File: config.mk
export PLATFORM = sky130hd
export DESIGN_NAME = vstream_rx_flat
export DESIGN_NICKNAME = d
export VERILOG_FILES = /design/src/rtl/vstream_pkg.sv /design/src/rtl/vstream_rx_if.sv /design/src/rtl/vstream_pos_cnt.sv /design/src/rtl/vstream_rx.sv /design/src/flat_wrapper.sv
export SDC_FILE = /design/constraint.sdc
export NUM_CORES = 1
export LEC_CHECK = 0
export ABC_AREA = 1
export BUFFER_PORTS_ARGS = -buffer_cell sky130_fd_sc_hd__buf_2
export CAP_MARGIN = 20
export CORE_MARGIN = 2
export CORE_UTILIZATION = 35
export DETAILED_ROUTE_END_ITERATION = 6
export PLACE_DENSITY = 0.51
export SLEW_MARGIN = 20
export SYNTH_ARGS = -nofsm -noshare
export SYNTH_HDL_FRONTEND = slang
export SYNTH_HIERARCHICAL = 1
export SYNTH_SLANG_ARGS = --single-unit
File: constraint.sdc
create_clock -name i_sclk -period 9.8 [get_ports i_sclk]
set_input_delay 1.96 -clock i_sclk [delete_from_list [all_inputs] [get_ports i_sclk]]
set_output_delay 1.96 -clock i_sclk [all_outputs]
set_load 0.005 [all_outputs]
File: src/rtl/vstream_pkg.sv
// Shared types and constants for the video stream receiver:
// FSM state encoding, error-bit positions and default frame geometry.
package vstream_pkg;

  localparam int IMG_ROW_DEF = 224;
  localparam int IMG_COL_DEF = 224;
  localparam int WIDTH_D_DEF = 24;

  localparam int ERR_W      = 3;
  localparam int ERR_SHORT  = 0;
  localparam int ERR_TRUNC  = 1;
  localparam int ERR_ORPHAN = 2;

  typedef enum logic {
    ST_IDLE   = 1'b0,
    ST_ACTIVE = 1'b1
  } state_e;

endpackage

File: src/rtl/vstream_rx_if.sv
// Pixel stream bundle (vsync/hsync/valid/tdata) from the image loader.
// The loader drives it through master; the receiver samples it through slave.
interface vstream_rx_if #(
  parameter int WIDTH_D = 24
);
  logic               vsync;
  logic               hsync;
  logic               valid;
  logic [WIDTH_D-1:0] tdata;

  modport master (output vsync, hsync, valid, tdata);
  modport slave  (input  vsync, hsync, valid, tdata);
endinterface

File: src/rtl/vstream_pos_cnt.sv
// Row/column/linear-address counters for the receiver. Clear and line-close
// are resolved first, so a beat in the same cycle lands on the new position.
module vstream_pos_cnt #(
  parameter int IMG_ROW = 224,
  parameter int IMG_COL = 224,
  parameter int ADDR_W  = 16
) (
  input  logic              clk,
  input  logic              rst_n,
  input  logic              clr_i,
  input  logic              close_i,
  input  logic              inc_i,
  output logic              col_zero_o,
  output logic              last_row_o,
  output logic [7:0]        beat_col_o,
  output logic [7:0]        beat_row_o,
  output logic [ADDR_W-1:0] beat_addr_o,
  output logic              beat_last_col_o,
  output logic              beat_last_row_o
);

  localparam logic [7:0]        COL_LAST = 8'(IMG_COL - 1);
  localparam logic [7:0]        ROW_LAST = 8'(IMG_ROW - 1);
  localparam logic [ADDR_W-1:0] STRIDE   = ADDR_W'(IMG_COL);
  localparam logic [ADDR_W-1:0] ADDR_ONE = ADDR_W'(1);

  logic [7:0]        col_q,  col_d,  col_b;
  logic [7:0]        row_q,  row_d,  row_b;
  logic [ADDR_W-1:0] addr_q, addr_d, addr_b;
  // base_q tracks row*IMG_COL so a short line can jump to the next stride
  logic [ADDR_W-1:0] base_q, base_d, base_b;

  // NOTE: every always_comb output gets a default first, so no path can infer a latch.
  always_comb begin
    col_b  = col_q;
    row_b  = row_q;
    addr_b = addr_q;
    base_b = base_q;
    if (clr_i) begin
      col_b  = '0;
      row_b  = '0;
      addr_b = '0;
      base_b = '0;
    end else if (close_i) begin
      col_b  = '0;
      row_b  = row_q + 8'd1;
      addr_b = base_q + STRIDE;
      base_b = base_q + STRIDE;
    end

    col_d  = col_b;
    row_d  = row_b;
    addr_d = addr_b;
    base_d = base_b;
    if (inc_i) begin
      if (col_b == COL_LAST) begin
        col_d = '0;
        if (row_b == ROW_LAST) begin
          row_d  = '0;
          addr_d = '0;
          base_d = '0;
        end else begin
          row_d  = row_b + 8'd1;
          addr_d = addr_b + ADDR_ONE;
          base_d = base_b + STRIDE;
        end
      end else begin
        col_d  = col_b + 8'd1;
        addr_d = addr_b + ADDR_ONE;
      end
    end
  end

  // NOTE: sequential state uses non-blocking assignments so all registers update together.
  always_ff @(posedge clk or negedge rst_n) begin
    if (!rst_n) begin
      col_q  <= '0;
      row_q  <= '0;
      addr_q <= '0;
      base_q <= '0;
    end else begin
      col_q  <= col_d;
      row_q  <= row_d;
      addr_q <= addr_d;
      base_q <= base_d;
    end
  end

  assign col_zero_o      = (col_q == '0);
  assign last_row_o      = (row_q == ROW_LAST);
  assign beat_col_o      = col_b;
  assign beat_row_o      = row_b;
  assign beat_addr_o     = addr_b;
  assign beat_last_col_o = (col_b == COL_LAST);
  assign beat_last_row_o = (row_b == ROW_LAST);

endmodule

File: src/rtl/vstream_rx.sv
// Video stream receiver: decodes frame/line boundaries, emits a registered
// pixel write strobe with row/col/address, and keeps sticky framing errors.
module vstream_rx
  import vstream_pkg::*;
#(
  parameter int WIDTH_D = WIDTH_D_DEF,
  parameter int IMG_ROW = IMG_ROW_DEF,
  parameter int IMG_COL = IMG_COL_DEF,
  parameter int ADDR_W  = 16
) (
  input  logic               i_sclk,
  input  logic               i_rstn,
  vstream_rx_if.slave        s_vid,
  input  logic               i_err_clr,
  output logic               o_wr_en,
  output logic [ADDR_W-1:0]  o_wr_addr,
  output logic [WIDTH_D-1:0] o_wr_data,
  output logic [7:0]         o_row,
  output logic [7:0]         o_col,
  output logic               o_line_done,
  output logic               o_frame_done,
  output logic [7:0]         o_frame_cnt,
  output logic [ERR_W-1:0]   o_err
);

  state_e             state_q, state_d;
  logic               hsync_q;
  logic               hs_edge;
  logic               cnt_clr, cnt_close, cnt_inc;
  logic               col_zero, last_row;
  logic [7:0]         beat_col, beat_row;
  logic [ADDR_W-1:0]  beat_addr;
  logic               beat_last_col, beat_last_row;
  logic               line_done_d, frame_done_d;
  logic [7:0]         frame_cnt_d;
  logic [ERR_W-1:0]   err_set;

  logic               wr_en_q, line_done_q, frame_done_q;
  logic [ADDR_W-1:0]  wr_addr_q;
  logic [WIDTH_D-1:0] wr_data_q;
  logic [7:0]         row_q, col_q, frame_cnt_q;
  logic [ERR_W-1:0]   err_q;

  assign hs_edge = s_vid.hsync & ~hsync_q;

  vstream_pos_cnt #(
    .IMG_ROW (IMG_ROW),
    .IMG_COL (IMG_COL),
    .ADDR_W  (ADDR_W)
  ) u_pos (
    .clk             (i_sclk),
    .rst_n           (i_rstn),
    .clr_i           (cnt_clr),
    .close_i         (cnt_close),
    .inc_i           (cnt_inc),
    .col_zero_o      (col_zero),
    .last_row_o      (last_row),
    .beat_col_o      (beat_col),
    .beat_row_o      (beat_row),
    .beat_addr_o     (beat_addr),
    .beat_last_col_o (beat_last_col),
    .beat_last_row_o (beat_last_row)
  );

  // Event priority: vsync, then hsync edge, then the valid beat.
  always_comb begin
    state_d      = state_q;
    cnt_clr      = 1'b0;
    cnt_close    = 1'b0;
    cnt_inc      = 1'b0;
    err_set      = '0;
    line_done_d  = 1'b0;
    frame_done_d = 1'b0;
    frame_cnt_d  = frame_cnt_q;

    case (state_q)
      ST_IDLE: begin
        if (s_vid.vsync) begin
          cnt_clr = 1'b1;
          cnt_inc = s_vid.valid;
          state_d = ST_ACTIVE;
        end else if (s_vid.valid) begin
          err_set[ERR_ORPHAN] = 1'b1;
        end
      end
      ST_ACTIVE: begin
        if (s_vid.vsync) begin
          err_set[ERR_TRUNC] = 1'b1;
          cnt_clr            = 1'b1;
          cnt_inc            = s_vid.valid;
        end else if (hs_edge && !col_zero) begin
          err_set[ERR_SHORT] = 1'b1;
          if (last_row) begin
            // Closing the last row ends the frame; a coincident beat has no row to land in
            cnt_clr             = 1'b1;
            state_d             = ST_IDLE;
            err_set[ERR_ORPHAN] = s_vid.valid;
          end else begin
            cnt_close = 1'b1;
            cnt_inc   = s_vid.valid;
          end
        end else begin
          cnt_inc = s_vid.valid;
        end
      end
      default: state_d = ST_IDLE;
    endcase

    if (cnt_inc && beat_last_col) begin
      line_done_d = 1'b1;
      if (beat_last_row) begin
        frame_done_d = 1'b1;
        frame_cnt_d  = frame_cnt_q + 8'd1;
        state_d      = ST_IDLE;
      end
    end
  end

  always_ff @(posedge i_sclk or negedge i_rstn) begin
    if (!i_rstn) begin
      state_q      <= ST_IDLE;
      hsync_q      <= 1'b0;
      wr_en_q      <= 1'b0;
      wr_addr_q    <= '0;
      wr_data_q    <= '0;
      row_q        <= '0;
      col_q        <= '0;
      line_done_q  <= 1'b0;
      frame_done_q <= 1'b0;
      frame_cnt_q  <= '0;
      err_q        <= '0;
    end else begin
      state_q      <= state_d;
      hsync_q      <= s_vid.hsync;
      wr_en_q      <= cnt_inc;
      line_done_q  <= line_done_d;
      frame_done_q <= frame_done_d;
      frame_cnt_q  <= frame_cnt_d;
      err_q        <= (err_q & ~{ERR_W{i_err_clr}}) | err_set;
      if (cnt_inc) begin
        wr_addr_q <= beat_addr;
        wr_data_q <= s_vid.tdata;
        row_q     <= beat_row;
        col_q     <= beat_col;
      end
    end
  end

  assign o_wr_en      = wr_en_q;
  assign o_wr_addr    = wr_addr_q;
  assign o_wr_data    = wr_data_q;
  assign o_row        = row_q;
  assign o_col        = col_q;
  assign o_line_done  = line_done_q;
  assign o_frame_done = frame_done_q;
  assign o_frame_cnt  = frame_cnt_q;
  assign o_err        = err_q;

endmodule
File: src/flat_wrapper.sv
// flat-port wrapper written by rule: the top's interface ports become plain ports
module vstream_rx_flat import vstream_pkg::*;
#(
  parameter int WIDTH_D = WIDTH_D_DEF,
  parameter int IMG_ROW = IMG_ROW_DEF,
  parameter int IMG_COL = IMG_COL_DEF,
  parameter int ADDR_W  = 16
)
  (i_sclk, i_rstn, i_err_clr, o_wr_en, o_wr_addr, o_wr_data, o_row, o_col, o_line_done, o_frame_done, o_frame_cnt, o_err, s_vid_vsync, s_vid_hsync, s_vid_valid, s_vid_tdata);
  vstream_rx_if #(.WIDTH_D(WIDTH_D)) s_vid_i ();
  input  logic i_sclk;
  input  logic i_rstn;
  input  logic i_err_clr;
  output logic o_wr_en;
  output logic [ADDR_W-1:0] o_wr_addr;
  output logic [WIDTH_D-1:0] o_wr_data;
  output logic [7:0] o_row;
  output logic [7:0] o_col;
  output logic o_line_done;
  output logic o_frame_done;
  output logic [7:0] o_frame_cnt;
  output logic [ERR_W-1:0] o_err;
  input wire logic [$bits(s_vid_i.vsync)-1:0] s_vid_vsync;
  input wire logic [$bits(s_vid_i.hsync)-1:0] s_vid_hsync;
  input wire logic [$bits(s_vid_i.valid)-1:0] s_vid_valid;
  input wire logic [$bits(s_vid_i.tdata)-1:0] s_vid_tdata;
  assign s_vid_i.vsync = s_vid_vsync;
  assign s_vid_i.hsync = s_vid_hsync;
  assign s_vid_i.valid = s_vid_valid;
  assign s_vid_i.tdata = s_vid_tdata;
  vstream_rx #(.WIDTH_D(WIDTH_D), .IMG_ROW(IMG_ROW), .IMG_COL(IMG_COL), .ADDR_W(ADDR_W)) u_core (.i_sclk(i_sclk), .i_rstn(i_rstn), .s_vid(s_vid_i), .i_err_clr(i_err_clr), .o_wr_en(o_wr_en), .o_wr_addr(o_wr_addr), .o_wr_data(o_wr_data), .o_row(o_row), .o_col(o_col), .o_line_done(o_line_done), .o_frame_done(o_frame_done), .o_frame_cnt(o_frame_cnt), .o_err(o_err));
endmodule
==> flow_summary.yaml, run 1 <==
floorplanning:
  fp.dieArea_um2: 19240
  core_area_um2: 17900
  die_h_um: 138.7
  fp.dieW_um: 138.7
  rows: 49
  initial_core_util_pct: 35.48
  ios: 100
timing:
  slew_violations: 0
  slew-limit-headroom_pct: 47.10
  finalSetupViolCount: 0
  min_period_ns: 4.996
  fin_crit_sh_pct: 50.98
  skew_ns: 0.008749
  hold_viol: 0
  rsz0062_at_grt: "no"
  worst_pin_slew_ns: 0.7936
  max_freq_mhz: 200.1
  fin_ws_ns: 4.804
  setup_tns_ns: 0
yosys:
  ys_types: 38
  ys.warnings.count: 6
  synth-edff-count: 0
  synth_cells: 826
  yosysTopAreaCell: "dfrtp_1"
  ys_ff_latch: 120
  ys_seq_area_share_pct: 47.27
  ys.flop_type: "dfrtp_1"
  synthArstFlopShare_pct: 100.0
  avgSynthCellArea_um2: 7.690
  synth.top_cell.area_share_pct: 47.27
  synth_area_leaders: "dfrtp_1 47%, nand2_1 18%, nor2_1 5.0%"
  netlist_area_um2: 6352
  synth_nets: 863
global_route:
  grt_usage_pct: 18.14
  grt_first_pass_wirelength_mm: 28.11
  grt_remaining_overflow: 0
  grt_pass1_vias: 5544
  antenna_found_initial: 0
  grt_max_degree: 77
drt:
  ant_nets: 0
  wl_mm: 16.53
  vias_per_cell: 4.760
  drt_iter0_drc: 385
  avgRoutedWirePerCell_um: 14.21
  dr.pass1.iters: 5
  via_count: 5536
  drc: 0
pwr:
  p_total_w: 0.001307
  powerDensity_nw_per_um2: 171.9
  peakVddDrop_mv: 0.1219
  power.leakage_nw: 4.177
clock_network:
  cts_buffers: 17
  cts_buffer_depth: 2
  numClockSinks: 120
  cts-root-buf: "clkbuf_16"
  clk_latency_ns: 0.42
  cts_tree: "done"
  cts_resized: 0
  cts-hold-fix-buffers: 0
  postCtsSetupBuffers: 0
  htreeDepth: 4
  path_clk_slew_ns: 0.06
job:
  drv_cap: 0
worst_setup_path:
  path_cells: "buf_2, inv_1, o21ai_1, buf_4, inv_2, nand2_2, nor2_1, ha_1, nand4_1, nor3_4, nand2_2, inv_1, nand2_2, and3_1"
  worst_setup_path_start_kind: "primary input"
  worst_ep_required_time_ns: 10.10
  path_common_cell: "nand2_2"
  end_kind: "flip-flop"
  slowest_stage: "nor3_4"
  cp_data_arrival_time_ns: 5.30
  crit_path_max_incr_delay_ns: 0.50
  crit_type: "in -> reg"
  crit_path_max_fanout: 31
placed_design:
  gp_congestion: 0.9032
  io_buffer_count: 99
  post-dp-hpwl_mm: 11.24
  place_ws_ns: 4.374
cells_and_area:
  insertedDiodeCount: 0
  regArea_um2: 3003
  final_nets: 958
  area_growth_pct: 19.72
  drive_gt1_share_pct: 19.59
  multi_input_area_um2: 2820
  fill_cells: 1870
run_status:
  run_status: "completed"
hold_path:
  min_path_type: "reg -> reg"
## worst paths after layout
| check | from | to | slack, ns | cells after the start |
|---|---|---|---|---|
| min in group asynchronous | i_rstn | u_core/o_row[5] | 1.55 | 1 |
| hold reg to reg | u_core/o_row[6] | u_core/o_row[6] | 0.47 | 2 |
| hold / removal | u_core/o_row[6] | u_core/o_row[6] | 0.47 | 2 |
| max in group asynchronous | i_rstn | u_core/u_pos/base_q[4] | 7.14 | 2 |
| setup reg to reg | u_core/u_pos/row_q[0] | u_core/u_pos/base_q[10] | 5.48 | 15 |
| setup / recovery | s_vid_vsync | u_core/u_pos/base_q[10] | 4.80 | 14 |
## power by group
group,internal (W),total (W),switching [W]
sequential,0.000518,0.000530,0.0000120
combinational,0.0000375,0.000110,0.0000722
clock,0.000427,0.000667,0.000240
total,0.000983,0.00131,0.000324
## cells in the mapped netlist (10+ instances only)
library cell,count
nand2_1,304
dfrtp_1,120
a21oi_1,13
nor2_2,10
nor3_1,11
nand2_2,11
o21ai_0,13
inv_1,83
buf_6,10
nand3_1,46
xor2_1,12
nand4_1,24
nor2_1,84
## cell families (layout without fill, tap and decap cells)
group	count (synthesis)	count (layout)	synth area share, %
and+or+nand+nor	516	516	35.69
DFF	120	120	47.27
buffers and inverters	116	224	8.548
AOI/OAI and AO/OA	47	47	4.353
xor gates and xnor gates	20	20	2.758
adders and majority gates	7	7	1.379
## per-layer routing
| metal | vias up | part of all wire, % | global-route usage [%] |
|---|---|---|---|
| li1 | 2790 | - | - |
| met1 | 2598 | 48 | 24.44 |
| met2 | 128 | 46 | 29.39 |
| met3 | 20 | 3.9 | 3.867 |
| met4 | 0 | 1.9 | 5.795 |
| met5 | - | 0 | 0 |
## flip-flops by register name, indices dropped and copies added, names as in the netlist
name / count
u_core/u_pos/addr_q: 16
u_core/o_wr_addr: 16
u_core/o_line_done: 1
u_core/o_row: 8
u_core/state_q: 1
u_core/o_err: 3
u_core/o_wr_en: 1
u_core/u_pos/base_q: 16
u_core/o_wr_data: 24
u_core/o_frame_done: 1
u_core/u_pos/row_q: 8
u_core/hsync_q: 1
u_core/o_col: 8
u_core/u_pos/col_q: 8
u_core/o_frame_cnt: 8
## metrics by stage
stage	utilization (%)	std cells	hold WS, ns	instance area (um^2)
2_1_floorplan	-	826	0.4719	6352
3_3_place_gp	38.96	1131	0.4579	6975
3_5_place_dp	38.96	1131	0.4594	6975
4_1_cts	42.46	1163	0.4760	7601
5_1_grt	42.48	1163	0.4896	7605
6_report	42.48	1163	0.4712	7605
## cell type report
type | count | share of cell area, %
flip-flops and latches | 120 | 39.49
multi-input cells | 590 | 37.08
repair buffers | 104 | 7.091
clock buffers | 18 | 5.643
inverters | 88 | 4.344
well taps | 229 | 3.768
clock inverters | 14 | 2.583
## cell usage in the layout, fill, tap and decap left out, types with 5 or more instances in the layout
cell type / instances
nor2_2: 10
buf_4: 5
nor2_4: 8
dfrtp_1: 120
inv_2: 5
xnor2_1: 8
nor3_1: 11
inv_1: 83
nand3_1: 46
o21ai_1: 8
nor2_1: 84
o21ai_0: 12
nand4_1: 24
clkbuf_16: 17
nand2_2: 11
nand2_1: 304
xor2_1: 12
ha_1: 7
a21oi_1: 13
buf_2: 98
## critical path, delay by kind of cell
family	cells	cell delay [ns]
buffers and inverters	5	1.22
adders and majority gates	1	0.23
and+or+nand+nor	7	1.78
AOI/OAI and AO/OA	1	0.09
No activity file was read; power rests on OpenSTA's default activity.
==> run 2: changes to the inputs <==
--- a/config.mk
+++ b/config.mk
@@ -5,13 +5,13 @@
 export SDC_FILE = /design/constraint.sdc
 export NUM_CORES = 1
 export LEC_CHECK = 0
-export ABC_AREA = 1
+export ABC_AREA = 0
 export BUFFER_PORTS_ARGS = -buffer_cell sky130_fd_sc_hd__buf_2
 export CAP_MARGIN = 20
 export CORE_MARGIN = 2
 export CORE_UTILIZATION = 35
 export DETAILED_ROUTE_END_ITERATION = 6
-export PLACE_DENSITY = 0.51
+export PLACE_DENSITY = 0.53
 export SLEW_MARGIN = 20
 export SYNTH_ARGS = -nofsm -noshare
 export SYNTH_HDL_FRONTEND = slang
==> constraint.sdc (replaced) <==
create_clock -name i_sclk -period 4.5 [get_ports i_sclk]
set_input_delay 0.9 -clock i_sclk [delete_from_list [all_inputs] [get_ports i_sclk]]
set_output_delay 0.9 -clock i_sclk [all_outputs]
set_load 0.005 [all_outputs]
==> flow_summary.yaml, run 2 <==
yosys:
  ys.warnings.count: 6
  ys_top_cells_by_count: "120 x dfrtp_1, 52 x nand2_1, 49 x nor2_1, 31 x mux2_2, 29 x mux2_4"
  ys_ff_latch: 120
  synth-edff-count: 0
  ys.flop_type: "dfrtp_1"
  netlist_area_um2: 6442
  ys_seq_area_share_pct: 46.61
  synthArstFlopShare_pct: 100.0
  yosysTopAreaCell: "dfrtp_1"
  synth_cells: 594
  synth_area_leaders: "dfrtp_1 47%, mux2_4 6.8%, mux2_2 5.4%"
  synth.top_cell.area_share_pct: 46.61
  synth_most_common_cell: "dfrtp_1"
  synth_nets: 631
  avgSynthCellArea_um2: 10.85
  ys_types: 65
worst_setup_path:
  crit_path_max_incr_delay_ns: 0.71
  crit_type: "reg -> reg"
  end_kind: "flip-flop"
  worst_ep_required_time_ns: 4.81
  slowest_stage: "or4_1"
  cp_num_buf_inv: 0
  worst_setup_path_start_kind: "flip-flop"
  path_cells: "or4_1, nor2_1, and4bb_4, nand2_1, nand2_1, nor2_1, and2_1, ha_1, nand2_1, or4_1, a2111oi_2, nand4_1, xnor2_1, nor2_1"
  crit_path_max_fanout: 7
  cp_data_arrival_time_ns: 4.25
  cp_top_family: "simple AND/OR/NAND/NOR gates"
drt:
  drc: 0
  via_count: 4860
  ant_nets: 0
  avgRoutedWirePerCell_um: 16.44
  drt_iter0_drc: 304
  dr.pass1.iters: 4
  vias_per_cell: 5.159
  wl_mm: 15.48
clock_network:
  clk_latency_ns: 0.42
  cts_buffers: 17
  path_clk_slew_ns: 0.06
  cts-hold-fix-buffers: 0
  cts-root-buf: "clkbuf_16"
  cts_resized: 0
  cts_tree: "done"
  cts_buffer_depth: 2
  postCtsSetupBuffers: 0
  numClockSinks: 120
  htreeDepth: 4
cells_and_area:
  design_area_um2: 7826
  regArea_um2: 3003
  final_util_pct: 43.42
  insertedDiodeCount: 0
  area_growth_pct: 21.48
  final_nets: 738
  drive_gt1_share_pct: 32.54
  largest_reg_flops: 24
  multi_input_area_um2: 3197
  fill_cells: 1757
  final_cell_mix: "120 x dfrtp_1, 98 x buf_2, 52 x nand2_1"
  mostFrequentLayoutCell: "dfrtp_1"
floorplanning:
  fp.dieW_um: 139.7
  fp.dieArea_um2: 19510
  initial_core_util_pct: 35.74
  die_h_um: 139.7
  core_area_um2: 18020
  rows: 49
  ios: 100
global_route:
  grt_max_degree: 72
  grt_pass1_vias: 5081
  grt_usage_pct: 16.66
  grt_remaining_overflow: 0
  antenna_found_initial: 0
  grt_first_pass_wirelength_mm: 25.90
run_status:
  run_status: "completed"
job:
  drv_cap: 0
placed_design:
  placed_area_um2: 7216
  gp_congestion: 0.8245
  io_buffer_count: 99
  post-dp-hpwl_mm: 10.77
pwr:
  power.leakage_nw: 3.726
  peakVddDrop_mv: 0.2590
  powerDensity_nw_per_um2: 359.3
  p_total_w: 0.002812
timing:
  fin_crit_sh_pct: 87.53
  hold_viol: 0
  rsz0062_at_grt: "no"
  setup_tns_ns: 0
  max_freq_mhz: 253.9
  worst_pin_slew_ns: 0.9349
  slew_violations: 0
  finalSetupViolCount: 0
  slew-limit-headroom_pct: 37.68
  min_period_ns: 3.939
  skew_ns: 0.009337
hold_path:
  min_path_type: "reg -> reg"
==> run 2: cell count changes after synthesis, moves of 8 or more <==
cell     change
xnor2_1     +15
inv_1       -62
and3_1      +12
nand3_1     -31
mux2_4      +29
nand2_2     -10
mux2_2      +31
nor2_4       -8
nor2_1      -35
and2_1      +10
or3_1        +9
nand2_1    -252
nor2_2      -10
==> run 2: cell families (layout without fill, tap and decap cells) <==
family                   after synthesis  in the layout  synth area share (%)
XOR/XNOR                              42             42                 5.710
adder cells (fa/ha/maj)                7              7                 1.359
flip-flops                           120            120                 46.61
buffers and inverters                 49            168                 3.884
AO/OA/AOI/OAI                         82             82                 10.04
AND/OR/NAND/NOR                      228            228                 19.29
multiplexers                          66             66                 13.11
==> run 2: final cells by class <==
type                       instances  share of cell area [%]
timing repair buffer             116                   8.313
inverter                          21                   1.007
clock buffer                      17                   5.436
tap                              229                   3.661
multi-input combinational        425                   40.85
sequential                       120                   38.37
clock inverter                    14                   2.366
==> run 2: path summary, 6_finish.rpt <==
check / slack (ns) / cells after the start / endpoint / startpoint
min in group asynchronous: 0.63 / 1 / u_core/o_wr_addr[13] / i_rstn
worst min register to register: 0.47 / 1 / u_core/o_frame_cnt[7] / u_core/o_frame_cnt[7]
worst min-delay path: 0.47 / 1 / u_core/o_frame_cnt[7] / u_core/o_frame_cnt[7]
max in group asynchronous: 3.08 / 2 / u_core/u_pos/base_q[5] / i_rstn
worst max register to register: 0.56 / 14 / u_core/u_pos/base_q[15] / u_core/u_pos/col_q[6]
worst max-delay path: 0.56 / 14 / u_core/u_pos/base_q[15] / u_core/u_pos/col_q[6]
==> run 2: power by group <==
part	total, W	leakage (nW)	switching (W)	internal, W
clock	0.00142	0.296	0.000543	0.000882
sequential	0.00115	1.59	0.0000272	0.00112
combinational	0.000235	1.84	0.000129	0.000106
total	0.00281	3.73	0.000699	0.00211
==> run 2: layer usage <==
layer  vias up  track usage [%]  routed length (um)
met5         -                0                   0
met4         0            8.105                 489
met3        30            4.646                 823
met2       141            25.85                6998
met1      2351            21.52                7170
li1       2338                -                   -
==> run 2: stage by stage <==
stage / std cells / worst slack, ns / hold WS, ns
2_1_floorplan: 594 / 0.4058 / 0.4677
3_3_place_gp: 911 / 0.4743 / 0.4630
3_5_place_dp: 911 / 0.4061 / 0.4616
4_1_cts: 942 / 0.5326 / 0.4775
5_1_grt: 942 / 0.2621 / 0.5121
6_report: 942 / 0.5610 / 0.4743
